<file path="src/rtl/prim_prio_claim_pkg.sv">
// Shared types and constants for the priority claim stage.
//  claim_state_e   : offer FSM state (idle / offering a winner)
//  ClaimIdxDefault : value held in the offered-index register out of reset
package prim_prio_claim_pkg;

   typedef enum logic {
      ClaimIdle  = 1'b0,
      ClaimOffer = 1'b1
   } claim_state_e;

   localparam int unsigned ClaimIdxDefault = 32'd0;

endpackage

</file>
<file path="src/rtl/prim_prio_claim_if.sv">
// Bus bundle for prim_prio_claim.
//  slave  : the claim stage (consumes requests/handshakes, drives offer/status)
//  master : the environment (drives requests, priorities, ready, completion)
// Signals:
//  req_i, prio_i, threshold_i        request capture and eligibility
//  claim_valid_o/ready_i/idx_o/prio_o  downstream offer handshake
//  complete_valid_i, complete_idx_i   consumer finished a source
//  pending_o, in_service_o            per-source status vectors
interface prim_prio_claim_if #(
   parameter int NumSrc = 32,
   parameter int Width  = 8
);
   localparam int SrcWidth = $clog2(NumSrc);

   logic [NumSrc-1:0]       req_i;
   logic [NumSrc*Width-1:0] prio_i;
   logic [Width-1:0]        threshold_i;
   logic                    claim_valid_o;
   logic                    claim_ready_i;
   logic [SrcWidth-1:0]     claim_idx_o;
   logic [Width-1:0]        claim_prio_o;
   logic                    complete_valid_i;
   logic [SrcWidth-1:0]     complete_idx_i;
   logic [NumSrc-1:0]       pending_o;
   logic [NumSrc-1:0]       in_service_o;

   modport slave (
      input  req_i, prio_i, threshold_i, claim_ready_i,
             complete_valid_i, complete_idx_i,
      output claim_valid_o, claim_idx_o, claim_prio_o,
             pending_o, in_service_o
   );

   modport master (
      output req_i, prio_i, threshold_i, claim_ready_i,
             complete_valid_i, complete_idx_i,
      input  claim_valid_o, claim_idx_o, claim_prio_o,
             pending_o, in_service_o
   );

endinterface

</file>
<file path="src/rtl/prim_max_tree.sv">
// Combinational binary max tree: picks the valid input with the largest
// unsigned value; on equal values the lower index wins.
// Ports:
//  valid_i     : per-input valid
//  values_i    : per-input value, packed input 0 in the LSBs
//  max_valid_o : at least one input valid
//  max_idx_o   : index of the winner
//  max_value_o : value of the winner
module prim_max_tree #(
   parameter  int NumSrc   = 32,
   parameter  int Width    = 8,
   localparam int SrcWidth = $clog2(NumSrc)
) (
   input  logic [NumSrc-1:0]       valid_i,
   input  logic [NumSrc*Width-1:0] values_i,
   output logic                    max_valid_o,
   output logic [SrcWidth-1:0]     max_idx_o,
   output logic [Width-1:0]        max_value_o
);

   localparam int NumLevels = $clog2(NumSrc);
   localparam int NumLeaves = 2 ** NumLevels;
   localparam int NumNodes  = 2 * NumLeaves - 1;
   localparam int LeafBase  = NumLeaves - 1;

   // Heap-ordered nodes: node 0 is the root, children of n are 2n+1 / 2n+2.
   logic                        vld_s [NumNodes];
   logic [SrcWidth-1:0]         idx_s [NumNodes];
   logic [Width-1:0]            val_s [NumNodes];
   logic [NumLeaves-1:0]        valid_pad_s;
   logic [NumLeaves*Width-1:0]  values_pad_s;

   // Leaf fill followed by bottom-up reduction; padded leaves stay invalid.
   always_comb begin
      valid_pad_s                    = '0;
      valid_pad_s[NumSrc-1:0]        = valid_i;
      values_pad_s                   = '0;
      values_pad_s[NumSrc*Width-1:0] = values_i;
      for (int n = 0; n < NumNodes; n++) begin
         vld_s[n] = 1'b0;
         idx_s[n] = '0;
         val_s[n] = '0;
      end
      for (int k = 0; k < NumLeaves; k++) begin
         vld_s[LeafBase+k] = valid_pad_s[k];
         idx_s[LeafBase+k] = SrcWidth'(k);
         val_s[LeafBase+k] = values_pad_s[k*Width +: Width];
      end
      // Left child always covers lower indices, so the right one wins only
      // when strictly larger (or the left one is invalid).
      for (int n = LeafBase - 1; n >= 0; n--) begin
         if (vld_s[2*n+2] && (!vld_s[2*n+1] || (val_s[2*n+2] > val_s[2*n+1]))) begin
            vld_s[n] = 1'b1;
            idx_s[n] = idx_s[2*n+2];
            val_s[n] = val_s[2*n+2];
         end else begin
            vld_s[n] = vld_s[2*n+1];
            idx_s[n] = idx_s[2*n+1];
            val_s[n] = val_s[2*n+1];
         end
      end
   end

   assign max_valid_o = vld_s[0];
   assign max_idx_o   = idx_s[0];
   assign max_value_o = val_s[0];

endmodule

</file>
<file path="src/rtl/prim_prio_claim_chk.sv">
// Protocol and state-consistency checks for prim_prio_claim.
// Ports mirror the claim stage's internal registers.
module prim_prio_claim_chk #(
   parameter  int NumSrc   = 32,
   parameter  int Width    = 8,
   localparam int SrcWidth = $clog2(NumSrc)
) (
   input logic                clk_i,
   input logic                rst_ni,
   input logic                claim_valid_i,
   input logic                claim_ready_i,
   input logic [SrcWidth-1:0] claim_idx_i,
   input logic [Width-1:0]    claim_prio_i,
   input logic [NumSrc-1:0]   pending_i,
   input logic [NumSrc-1:0]   in_service_i
);

   // An offer is held, unchanged, until the consumer accepts it.
   offer_stable_a : assert property (@(posedge clk_i) disable iff (!rst_ni)
      (claim_valid_i && !claim_ready_i) |=>
      (claim_valid_i && $stable(claim_idx_i) && $stable(claim_prio_i)));

   // The offered source is still waiting and not yet being serviced.
   offer_pending_a : assert property (@(posedge clk_i) disable iff (!rst_ni)
      claim_valid_i |-> (pending_i[claim_idx_i] && !in_service_i[claim_idx_i]));

   // A source is never pending and in service at once.
   state_excl_a : assert property (@(posedge clk_i) disable iff (!rst_ni)
      ((pending_i & in_service_i) == '0));

endmodule

</file>
<file path="src/rtl/prim_prio_claim.sv">
// Request-capture and claim stage around a max tree.
// Captures request pulses into per-source pending bits, picks the highest
// priority pending source above threshold, offers it downstream with a
// valid/ready handshake and masks it (in service) until completion.
// Ports:
//  clk_i  : clock
//  rst_ni : asynchronous active-low reset
//  bus    : prim_prio_claim_if.slave (requests, offer handshake, completion, status)
module prim_prio_claim
   import prim_prio_claim_pkg::*;
#(
   parameter int NumSrc = 32,
   parameter int Width  = 8
) (
   input logic              clk_i,
   input logic              rst_ni,
   prim_prio_claim_if.slave bus
);

   localparam int                SrcWidth  = $clog2(NumSrc);
   localparam logic [SrcWidth:0] NumSrcW   = (SrcWidth + 1)'(NumSrc);
   localparam logic [NumSrc-1:0] OneHotLsb = {{(NumSrc - 1){1'b0}}, 1'b1};

   logic [NumSrc-1:0]   pending_r;
   logic [NumSrc-1:0]   in_service_r;
   logic [NumSrc-1:0]   pending_nxt_s;
   logic [NumSrc-1:0]   in_service_nxt_s;
   logic [NumSrc-1:0]   tree_valid_s;
   logic [NumSrc-1:0]   req_set_s;
   logic [NumSrc-1:0]   hs_clr_s;
   logic [NumSrc-1:0]   comp_clr_s;
   logic                handshake_s;
   logic                comp_ok_s;
   claim_state_e        state_r;
   logic                claim_valid_r;
   logic [SrcWidth-1:0] claim_idx_r;
   logic [Width-1:0]    claim_prio_r;
   logic                max_valid_s;
   logic [SrcWidth-1:0] max_idx_s;
   logic [Width-1:0]    max_value_s;

   // Eligibility: pending and strictly above threshold (unsigned).
   always_comb begin
      tree_valid_s = '0;
      for (int i = 0; i < NumSrc; i++) begin
         tree_valid_s[i] = pending_r[i] && (bus.prio_i[i*Width +: Width] > bus.threshold_i);
      end
   end

   prim_max_tree #(
      .NumSrc (NumSrc),
      .Width  (Width)
   ) u_max_tree (
      .valid_i     (tree_valid_s),
      .values_i    (bus.prio_i),
      .max_valid_o (max_valid_s),
      .max_idx_o   (max_idx_s),
      .max_value_o (max_value_s)
   );

   // Next-state of the pending / in-service vectors. Requests are gated by
   // the current in-service bit, so a request in the completion cycle is lost.
   always_comb begin
      handshake_s      = claim_valid_r && bus.claim_ready_i;
      comp_ok_s        = bus.complete_valid_i && ({1'b0, bus.complete_idx_i} < NumSrcW);
      hs_clr_s         = handshake_s ? (OneHotLsb << claim_idx_r) : '0;
      comp_clr_s       = comp_ok_s ? (OneHotLsb << bus.complete_idx_i) : '0;
      req_set_s        = bus.req_i & ~pending_r & ~in_service_r;
      pending_nxt_s    = (pending_r | req_set_s) & ~hs_clr_s;
      in_service_nxt_s = (in_service_r & ~comp_clr_s) | hs_clr_s;
   end

   // Per-source state registers.
   always_ff @(posedge clk_i or negedge rst_ni) begin
      if (!rst_ni) begin
         pending_r    <= '0;
         in_service_r <= '0;
      end else begin
         pending_r    <= pending_nxt_s;
         in_service_r <= in_service_nxt_s;
      end
   end

   // Offer FSM: latch the tree winner when idle, hold it until accepted.
   always_ff @(posedge clk_i or negedge rst_ni) begin
      if (!rst_ni) begin
         state_r       <= ClaimIdle;
         claim_valid_r <= 1'b0;
         claim_idx_r   <= SrcWidth'(ClaimIdxDefault);
         claim_prio_r  <= '0;
      end else begin
         case (state_r)
            ClaimIdle: begin
               if (max_valid_s) begin
                  state_r       <= ClaimOffer;
                  claim_valid_r <= 1'b1;
                  claim_idx_r   <= max_idx_s;
                  claim_prio_r  <= max_value_s;
               end else begin
                  state_r       <= ClaimIdle;
                  claim_valid_r <= 1'b0;
               end
            end
            ClaimOffer: begin
               if (bus.claim_ready_i) begin
                  state_r       <= ClaimIdle;
                  claim_valid_r <= 1'b0;
               end else begin
                  state_r       <= ClaimOffer;
                  claim_valid_r <= 1'b1;
               end
            end
            default: begin
               state_r       <= ClaimIdle;
               claim_valid_r <= 1'b0;
            end
         endcase
      end
   end

   assign bus.claim_valid_o = claim_valid_r;
   assign bus.claim_idx_o   = claim_idx_r;
   assign bus.claim_prio_o  = claim_prio_r;
   assign bus.pending_o     = pending_r;
   assign bus.in_service_o  = in_service_r;

   prim_prio_claim_chk #(
      .NumSrc (NumSrc),
      .Width  (Width)
   ) u_chk (
      .clk_i         (clk_i),
      .rst_ni        (rst_ni),
      .claim_valid_i (claim_valid_r),
      .claim_ready_i (bus.claim_ready_i),
      .claim_idx_i   (claim_idx_r),
      .claim_prio_i  (claim_prio_r),
      .pending_i     (pending_r),
      .in_service_i  (in_service_r)
   );

endmodule

</file>
<file path="src/flat_wrapper.sv">
// flat-port wrapper written by rule: the top's interface ports become plain ports
module prim_prio_claim_flat import prim_prio_claim_pkg::*;
#(
   parameter int NumSrc = 32,
   parameter int Width  = 8
)
  (clk_i, rst_ni, bus_req_i, bus_prio_i, bus_threshold_i, bus_claim_ready_i, bus_complete_valid_i, bus_complete_idx_i, bus_claim_valid_o, bus_claim_idx_o, bus_claim_prio_o, bus_pending_o, bus_in_service_o);
  prim_prio_claim_if #(.NumSrc(NumSrc), .Width(Width)) bus_i ();
  input logic clk_i;
  input logic rst_ni;
  input wire logic [$bits(bus_i.req_i)-1:0] bus_req_i;
  input wire logic [$bits(bus_i.prio_i)-1:0] bus_prio_i;
  input wire logic [$bits(bus_i.threshold_i)-1:0] bus_threshold_i;
  input wire logic [$bits(bus_i.claim_ready_i)-1:0] bus_claim_ready_i;
  input wire logic [$bits(bus_i.complete_valid_i)-1:0] bus_complete_valid_i;
  input wire logic [$bits(bus_i.complete_idx_i)-1:0] bus_complete_idx_i;
  output wire logic [$bits(bus_i.claim_valid_o)-1:0] bus_claim_valid_o;
  output wire logic [$bits(bus_i.claim_idx_o)-1:0] bus_claim_idx_o;
  output wire logic [$bits(bus_i.claim_prio_o)-1:0] bus_claim_prio_o;
  output wire logic [$bits(bus_i.pending_o)-1:0] bus_pending_o;
  output wire logic [$bits(bus_i.in_service_o)-1:0] bus_in_service_o;
  assign bus_i.req_i = bus_req_i;
  assign bus_i.prio_i = bus_prio_i;
  assign bus_i.threshold_i = bus_threshold_i;
  assign bus_i.claim_ready_i = bus_claim_ready_i;
  assign bus_i.complete_valid_i = bus_complete_valid_i;
  assign bus_i.complete_idx_i = bus_complete_idx_i;
  assign bus_claim_valid_o = bus_i.claim_valid_o;
  assign bus_claim_idx_o = bus_i.claim_idx_o;
  assign bus_claim_prio_o = bus_i.claim_prio_o;
  assign bus_pending_o = bus_i.pending_o;
  assign bus_in_service_o = bus_i.in_service_o;
  prim_prio_claim #(.NumSrc(NumSrc), .Width(Width)) u_core (.clk_i(clk_i), .rst_ni(rst_ni), .bus(bus_i));
endmodule
</file>
<file path="config.mk">
export PLATFORM = sky130hd
export DESIGN_NAME = prim_prio_claim_flat
export DESIGN_NICKNAME = d
export VERILOG_FILES = /design/src/rtl/prim_prio_claim_pkg.sv /design/src/rtl/prim_prio_claim_if.sv /design/src/rtl/prim_max_tree.sv /design/src/rtl/prim_prio_claim_chk.sv /design/src/rtl/prim_prio_claim.sv /design/src/flat_wrapper.sv
export SDC_FILE = /design/constraint.sdc
export NUM_CORES = 1
export LEC_CHECK = 0
export BUFFER_PORTS_ARGS = -buffer_cell sky130_fd_sc_hd__buf_2
export CAP_MARGIN = 15
export CORE_MARGIN = 2
export CORE_UTILIZATION = 51
export CTS_BUF_LIST = sky130_fd_sc_hd__clkbuf_16
export DETAILED_ROUTE_END_ITERATION = 10
export PLACE_DENSITY_LB_ADDON = 0.2
export SETUP_SLACK_MARGIN = 0.3
export SLEW_MARGIN = 20
export SYNTH_ARGS = -nofsm -noshare
export SYNTH_HDL_FRONTEND = slang
export SYNTH_SLANG_ARGS = --single-unit
</file>
<file path="constraint.sdc">
create_clock -name clk_i -period 11.66 [get_ports clk_i]
set_clock_uncertainty 0.05 [all_clocks]
set_input_delay 0.583 -clock clk_i [delete_from_list [all_inputs] [get_ports clk_i]]
set_output_delay 0.583 -clock clk_i [all_outputs]
set_load 0.05 [all_outputs]
</file>
==> flow_summary.toml, run 1 <==
[sta]
hold_viol = 0
setup_tns_ns = 0
rsz0062_at_grt = "no"
tightest_slew_ns = 0.903
setup_ws_ns = 0.814
fmax_ghz = 0.0922
fin_crit_sh_pct = 93.0
relSlewSlack_pct = 39.7
setup_viol = 0
finalCriticalPeriod_ns = 10.85
final_max_slew_viol_count = 0

[setup_path]
max_stage_delay_ns = 0.54
critical_path_required_ns = 11.83
worstPathArrival_ns = 11.02
critical-path-slowest-cell = "a221o_1"
critPathCaptureType = "flop"
path_class = "in2reg"
crit_fanout = 20
crit_path_start_kind = "input pin"
critPathMostFrequentCell = "o21a_1"

[drt]
wl_per_cell_um = 21.9
drt_iter0_drc = 1372
routed_wl_um = 69800
ant_nets = 0
via_per_inst = 6.32
drcViolationCount = 0
dr.pass1.iters = 7
num_vias = 20200

[floorplan]
die_w_um = 196
dieArea_mm2 = 0.0382
die_h_um = 196
rows = 70
core_area_mm2 = 0.0363
initial_core_util_pct = 51.5
io_pins = 383

[placed_design]
pre_cts_ws_ns = 0.554
post_dp_cell_area_mm2 = 0.0213
io_buffers = 382
place.detailed.hpwl_um = 59200
globalplace.congestion = 1.02

[yosys]
synthesis.nets = 3134
synth_seq_cells = 78
synth_cells = 2325
syn-cell-area_mm2 = 0.0187
ys_types = 78
async_flop_share_pct = 100
synth-edff-count = 0
synth_seq_area_share_pct = 10.4
avgSynthCellArea_um2 = 8.04
yosysWarnings = 0
synth-main-ff-cell = "dfrtp_1"

[clock_network]
cts_inserted_buffers = 9
cts_htree_levels = 3
cts_buffer_depth = 2
cts_setup_buffers = 0
cts_tree = "done"
root_buffer = "clkbuf_16"
postCtsHoldBufs = 0
insertion_delay_ns = 0.35
cts_resized = 0
clk_pin_slew_ns = 0.07
clock_sinks = 78

[power]
pwr_density_cell_mw_per_mm2 = 180
p_leak_nw = 11.1
swShare_pct = 56.3
ir_drop_mv = 0.190
pwr-share-clk_pct = 8.0
p_switching_mw = 2.20
p_comb_share_pct = 79.6
p_seq_share_pct = 12.4
p_int_mw = 1.71
finalPower_mw = 3.91

[flow_run]
maxCapViolCount = 0

[hold_path]
hp-class = "in2async"

[global_routing]
antenna_found_initial = 3
first_global_vias = 19700
track_usage_pct = 35.4
grt_max_degree = 63
grt_pass1_wl_um = 107000
grt_overflow = 0

[finish]
nets = 3526
fin_area_mm2 = 0.0217
utilization_pct = 59.6
area_delta_synth_final_pct = 15.8
fillCellCount = 3409
multi_input_area_mm2 = 0.0155
regArea_mm2 = 0.00195
drive_gt1_share_pct = 20.0

[outcome]
outcome = "finished clean"
## sequential cells by signal, indices dropped and copies added (netlist names)
register	flops
u_core.bus.pending_o	32
u_core.bus.claim_prio_o	8
u_core.bus.in_service_o	32
u_core.bus.claim_idx_o	5
u_core.state_r	1
## stage by stage
step | cells | hold slack [ns]
final | 3193 | 0.0576
after global routing | 3193 | 0.0650
after detailed placement | 3174 | 0.434
after global placement | 3174 | 0.432
after CTS | 3190 | 0.0613
after floorplan | 2325 | 0.237
## cell type report
class | count | area share (%)
multi-input combinational | 1928 | 71.7
timing repair buffer | 424 | 10.3
clock inverter | 7 | 0.439
antenna | 3 | 0.0347
sequential | 78 | 9.01
tap | 468 | 2.70
clock buffer | 9 | 1.04
inverter | 276 | 4.80
## metal layers
| metal | vias to the layer above | GRT usage (%) | wire [µm] |
|---|---|---|---|
| li1 | 9579 | - | - |
| met1 | 9513 | 44.8 | 29100 |
| met2 | 896 | 61.2 | 32600 |
| met3 | 187 | 3.33 | 4800 |
| met4 | 0 | 15.7 | 3260 |
| met5 | - | 0 | 0 |
## Yosys cell counts, types with 15 or more instances
| cell type | count | area [µm²] |
|---|---|---|
| a21o_1 | 47 | 353 |
| nand2b_1 | 28 | 175 |
| o211ai_1 | 51 | 383 |
| mux2i_1 | 103 | 1030 |
| o21bai_1 | 17 | 128 |
| o22a_1 | 32 | 280 |
| clkbuf_1 | 15 | 56.3 |
| nand4_1 | 121 | 757 |
| o22ai_1 | 24 | 150 |
| mux2_2 | 48 | 541 |
| dfrtp_1 | 78 | 1950 |
| o21ai_1 | 16 | 80.1 |
| buf_2 | 22 | 110 |
| nor2_1 | 103 | 387 |
| o2bb2ai_1 | 16 | 140 |
| nor2b_1 | 67 | 419 |
| inv_1 | 276 | 1040 |
| nand2_1 | 84 | 315 |
| o21a_1 | 29 | 218 |
| a22oi_1 | 19 | 143 |
| nand3_1 | 26 | 130 |
| a21oi_1 | 277 | 1390 |
| o21ai_0 | 162 | 811 |
| ha_1 | 504 | 6310 |
## cells by family (layout without fill, tap and decap cells)
family	Yosys count	in the layout	synth area share (%)
AO/OA/AOI/OAI	794	794	27.0
adder cells (fa/ha/maj)	504	504	33.7
buffers and inverters	319	716	6.67
flip-flops	78	78	10.4
multiplexers	152	152	8.46
other	0	3	0
AND/OR/NAND/NOR	478	478	13.7
## worst max-delay path, delay by kind of cell
family                     cells  cell delay (ns)
adders and majority gates      5             1.32
muxes                          1             0.21
and+or+nand+nor                9             1.65
buffers and inverters          8             1.49
AOI/OAI and AO/OA             28             5.74
## power by group through the flow
stage	combinational, mW	clock [mW]	sequential (mW)
final	3.11	0.315	0.484
after global routing	3.39	0.327	0.488
after CTS	3.05	0.318	0.480
after detailed placement	3.03	0	0.483
after global placement	2.96	0	0.481
after floorplan	1.89	0	0.719
## layout by cell type (no fill, tap or decap), types with 11 or more instances in the layout
cell / netlist / routed
a211oi_1: 14 / 14
a21o_1: 47 / 46
a21oi_1: 277 / 276
a22oi_1: 19 / 18
buf_2: 22 / 381
buf_4: 4 / 43
dfrtp_1: 78 / 78
ha_1: 504 / 504
inv_1: 276 / 275
mux2_2: 48 / 48
mux2i_1: 103 / 103
nand2_1: 84 / 83
nand2b_1: 28 / 28
nand3_1: 26 / 25
nand4_1: 121 / 121
nor2_1: 103 / 102
nor2b_1: 67 / 67
o211ai_1: 51 / 51
o21a_1: 29 / 29
o21ai_0: 162 / 162
o21ai_1: 16 / 16
o21bai_1: 17 / 17
o221ai_1: 14 / 14
o22a_1: 32 / 32
o22ai_1: 24 / 24
o2bb2ai_1: 16 / 16
or2_2: 11 / 11
## worst paths after layout
path | to | cells past startpoint | slack (ns) | startpoint
min | u_core.bus.pending_o[20] | 1 | 0.06 | rst_ni
min in group clk_i | u_core.bus.pending_o[21] | 3 | 0.46 | bus_req_i[21]
min reg2reg | u_core.bus.claim_prio_o[4] | 2 | 0.47 | u_core.bus.claim_prio_o[4]
max | u_core.bus.claim_idx_o[0] | 51 | 0.81 | bus_threshold_i[5]
max in group asynchronous | u_core.bus.in_service_o[1] | 2 | 10.39 | rst_ni
max reg2reg | u_core.bus.claim_idx_o[0] | 45 | 1.96 | u_core.bus.pending_o[19]
No activity file was read; power rests on OpenSTA's default activity.
==> inputs of run 2 (changes only) <==
- PLACE_DENSITY: default -> 0.75
- PLACE_DENSITY_LB_ADDON: 0.2 -> default
==> flow_summary.toml, run 2 (synthesis results as in run 1) <==
[sta]
setup_viol = 0
fin_crit_sh_pct = 91.5
setup_ws_ns = 0.994
hold_viol = 0
relSlewSlack_pct = 25.5
fmax_ghz = 0.0938
finalCriticalPeriod_ns = 10.67
tightest_slew_ns = 1.11
rsz0062_at_grt = "no"
setup_tns_ns = 0
final_max_slew_viol_count = 0

[setup_path]
max_stage_delay_ns = 0.48
critical_path_required_ns = 11.86
crit_path_start_kind = "input pin"
critPathCaptureType = "flop"
path_delay_family = "compound AO/OA/AOI/OAI gates"
critPathMostFrequentCell = "o21a_1"
critical-path-slowest-cell = "o21a_1"
path_buf_inv = 8
path_class = "in2reg"
worstPathArrival_ns = 10.87
crit_fanout = 12

[drt]
num_vias = 20200
wl_per_cell_um = 21.6
via_per_inst = 6.32
dr.pass1.iters = 5
routed_wl_um = 68900
drt_iter0_drc = 1307
drcViolationCount = 0
ant_nets = 0

[clock_network]
cts_setup_buffers = 0
postCtsHoldBufs = 0
clock_sinks = 78
cts_inserted_buffers = 9
cts_buffer_depth = 2
clk_pin_slew_ns = 0.06
root_buffer = "clkbuf_16"
cts_htree_levels = 3
cts_tree = "done"
insertion_delay_ns = 0.34

[floorplan]
initial_core_util_pct = 51.5
die_h_um = 196
rows = 70
die_w_um = 196
core_area_mm2 = 0.0363
io_pins = 383
dieArea_mm2 = 0.0382

[global_routing]
antenna_found_initial = 4
track_usage_pct = 35.1
grt_pass1_wl_um = 107000
first_global_vias = 19800
grt_overflow = 0
grt_max_degree = 79

[hold_path]
hp-class = "in2async"

[power]
pwr_density_cell_mw_per_mm2 = 179
p_leak_nw = 11.1
ir_drop_mv = 0.151
finalPower_mw = 3.88

[finish]
final_cell_mix = "ha_1, buf_2, a21oi_1"
fillCellCount = 3309
utilization_pct = 59.7
nets = 3522
drive_gt1_share_pct = 20.0
final_common_cell = "ha_1"
area_delta_synth_final_pct = 15.9

[placed_design]
pre_cts_ws_ns = 0.498
globalplace.congestion = 1.00
io_buffers = 382
place.detailed.hpwl_um = 59000

[flow_run]
maxCapViolCount = 0

[outcome]
outcome = "finished clean"
-- run 2: cell types whose count changed in the layout (fill, tap and decap cells not counted), sizes merged --
cell	change
inv	-1
clkinvlp	+1
buf	-4
-- run 2: path summary, 6_finish.rpt --
path,start,to,slack [ns],cells after the start
worst min register to register,u_core.bus.claim_prio_o[6],u_core.bus.claim_prio_o[6],0.46,2
max in group asynchronous,rst_ni,u_core.bus.claim_prio_o[6],10.55,1
worst max-delay path,bus_threshold_i[5],u_core.bus.claim_prio_o[0],0.99,52
worst min-delay path,rst_ni,u_core.bus.pending_o[20],0.36,1
min in group clk_i,u_core.bus.claim_prio_o[6],u_core.bus.claim_prio_o[6],0.46,2
worst max register to register,u_core.bus.pending_o[23],u_core.bus.claim_prio_o[0],1.90,43
-- run 2: timing repair --
item | CTS | global route
hold endpoints to repair | 0 | 0
resized for setup | 0 | 12
setup endpoints to repair | 0 | 13
-- run 2: layer usage --
layer,GRT usage (%),vias to the layer above,routed length (µm)
met5,0,-,13
met4,18.1,2,3730
met3,4.20,233,5040
met2,59.8,929,32000
met1,43.5,9422,28200
li1,-,9582,-
-- run 2: cell type report --
cell class	count	area, µm²	share of cell area (%)
inverters	276	1040	4.80
clock inverters	7	97.6	0.450
repair buffers	420	2220	10.3
flip-flops and latches	78	1950	9.00
diodes	3	7.51	0.0346
clock buffers	9	225	1.04
well taps	468	586	2.70
multi-input cells	1928	15600	71.7
-- run 2: where the power goes --
part | internal [mW] | switching (mW)
sequential | 0.362 | 0.130
clock | 0.188 | 0.117
combinational | 1.15 | 1.93
total | 1.70 | 2.18
-- run 2: through the flow --
stage,cells,hold slack [ns],cell area [µm²]
2_1_floorplan,2325,0.237,18700
3_3_place_gp,3170,0.437,21300
3_5_place_dp,3170,0.445,21300
4_1_cts,3186,0.396,21600
5_1_grt,3188,0.438,21700
6_report,3189,0.358,21700
==> inputs of run 3 (changes only) <==
- ABC_AREA: default -> 1
- CTS_CLUSTER_DIAMETER: default -> 80
- PLACE_DENSITY: 0.75 -> 0.74
- SYNTH_HIERARCHICAL: default -> 1
==> flow_summary.toml, run 3 <==
[outcome]
outcome = "finished clean"

[clock_network]
clock_sinks = 78
cts_resized = 0
cts_inserted_buffers = 9
root_buffer = "clkbuf_16"
cts_tree = "done"
clk_pin_slew_ns = 0.07
insertion_delay_ns = 0.35
cts_buffer_depth = 2
cts_setup_buffers = 0
postCtsHoldBufs = 0
cts_htree_levels = 3

[yosys]
async_flop_share_pct = 100
synth_cells = 3314
ys_types = 39
synthesis.nets = 4123
syn-cell-area_mm2 = 0.0204
avgSynthCellArea_um2 = 6.15
synth-main-ff-cell = "dfrtp_1"
synth_seq_area_share_pct = 9.57
synth_top_area_share_pct = 30.9
yosysWarnings = 6
synth_most_common_cell = "nand2_1"
synth-edff-count = 0
synth_common_cells = "nand2_1, ha_1, inv_1"
synth_seq_cells = 78
ys_top_cells_by_area = "ha_1, nand2_1, nand3_1, dfrtp_1, inv_1"
synth_area_leader_cell = "ha_1"

[drt]
routed_wl_um = 70500
drt_iter0_drc = 1795
drcViolationCount = 0
num_vias = 22700
wl_per_cell_um = 16.7
via_per_inst = 5.39
ant_nets = 0
dr.pass1.iters = 6

[sta]
setup_tns_ns = 0
setup_viol = 0
fmax_ghz = 0.0996
rsz0062_at_grt = "no"
relSlewSlack_pct = 31.8
hold-worst-slack_ns = 0.0151
tightest_slew_ns = 1.02
final_max_slew_viol_count = 0
setup_ws_ns = 1.62
hold_viol = 0
fin_crit_sh_pct = 86.1
finalCriticalPeriod_ns = 10.04

[global_routing]
track_usage_pct = 33.2
antenna_found_initial = 6
grt_max_degree = 68
grt_pass1_wl_um = 109000
grt_overflow = 0
first_global_vias = 20300

[finish]
drive_gt1_share_pct = 13.3
fillCellCount = 4013
final_cell_mix = "nand2_1, ha_1, inv_1"
fin_cells = 4216
area_delta_synth_final_pct = 13.4
final_common_cell = "nand2_1"
fin_area_mm2 = 0.0231
nets = 4488
utilization_pct = 58.5

[setup_path]
crit_end = "u_core/bus.claim_idx_o[0]"
max_stage_delay_ns = 0.71
path_class = "in2reg"
crit_fanout = 14
crit_path_start_kind = "input pin"
timing.rr.end = "u_core/bus.claim_idx_o[0]"
r2r_cells = 53
critPathCaptureType = "flop"
worstPathArrival_ns = 10.21
critical-path-slowest-cell = "a21oi_1"
reg2reg_from = "u_core/bus.pending_o[13]"
critPathMostFrequentCell = "nand2_1"
regToRegSetupSlack_ns = 3.01
critical_path_required_ns = 11.82
crit_path_start = "bus_threshold_i[5]"

[floorplan]
dieArea_mm2 = 0.0416
core_area_mm2 = 0.0395
die_w_um = 204
io_pins = 383
initial_core_util_pct = 51.5
rows = 73
die_h_um = 204

[placed_design]
io_buffers = 382
place.detailed.hpwl_um = 59800
pre_cts_ws_ns = 1.47
globalplace.congestion = 1.00
placed_cells = 4193
post_dp_cell_area_mm2 = 0.0228

[power]
p_switching_mw = 3.44
finalPower_mw = 5.56
p_leak_nw = 13.9
swShare_pct = 61.8
ir_drop_mv = 0.355
pwr-share-clk_pct = 5.0
pwr_density_cell_mw_per_mm2 = 241
p_comb_share_pct = 85.4
p_seq_share_pct = 9.6
p_int_mw = 2.13

[hold_path]
hp-class = "in2async"

[flow_run]
maxCapViolCount = 0
[run 3: layer usage]
layer | GRT usage (%) | vias to the layer above | wire length, µm
li1 | - | 11600 | -
met1 | 45.3 | 10200 | 32000
met2 | 53.9 | 857 | 31000
met3 | 4.67 | 107 | 5300
met4 | 10.5 | 0 | 2250
met5 | 0 | - | 0
[run 3: kinds of logic after synthesis]
kind of cell             count (synthesis)  share of synthesized area (%)
AO/OA/AOI/OAI                          389                           10.6
buffers and inverters                  531                           10.4
AND/OR/NAND/NOR                       1804                           38.1
multiplexers                             8                          0.442
adder cells (fa/ha/maj)                504                           30.9
flip-flops                              78                           9.57
[run 3: final cells by class]
cell class	instances	area [µm²]	share of cell area, %
Antenna cell	7	17.5	0.0757
Clock buffer	9	225	0.974
Clock inverter	7	76.3	0.330
Inverter	486	1830	7.92
Multi-Input combinational cell	2705	16300	70.6
Sequential cell	78	1950	8.44
Tap cell	525	657	2.84
Timing Repair Buffer	399	2040	8.83
[run 3: worst max-delay path: cells and delay by family]
family | cells | cell delay (ns)
compound gates | 15 | 2.61
buf+inv | 7 | 1.66
simple gates | 31 | 3.84
fa+ha+maj | 5 | 1.44
[run 3: power by group through the flow]
stage / combinational, mW / sequential (mW) / clock [mW]
finish: 4.75 / 0.532 / 0.279
CTS: 4.67 / 0.529 / 0.285
global route: 5.34 / 0.541 / 0.298
floorplan: 3.33 / 0.778 / 0
global placement: 4.60 / 0.535 / 0
detailed placement: 4.65 / 0.531 / 0
[run 3: worst min-delay path by stage]
| stage | end | depth (start not counted) | slack, ns |
|---|---|---|---|
| 3_5_place_dp | u_core/bus.pending_o[16] | 1 | 0.38 |
| 5_1_grt | u_core/bus.pending_o[4] | 1 | 0.01 |
| 3_3_place_gp | u_core/bus.pending_o[16] | 1 | 0.38 |
| 2_1_floorplan | u_core/bus.claim_idx_o[0] | 0 | 0.24 |
| 4_1_cts | u_core/bus.pending_o[21] | 1 | 0.005 |
| 6_report | u_core/bus.pending_o[21] | 1 | 0.02 |
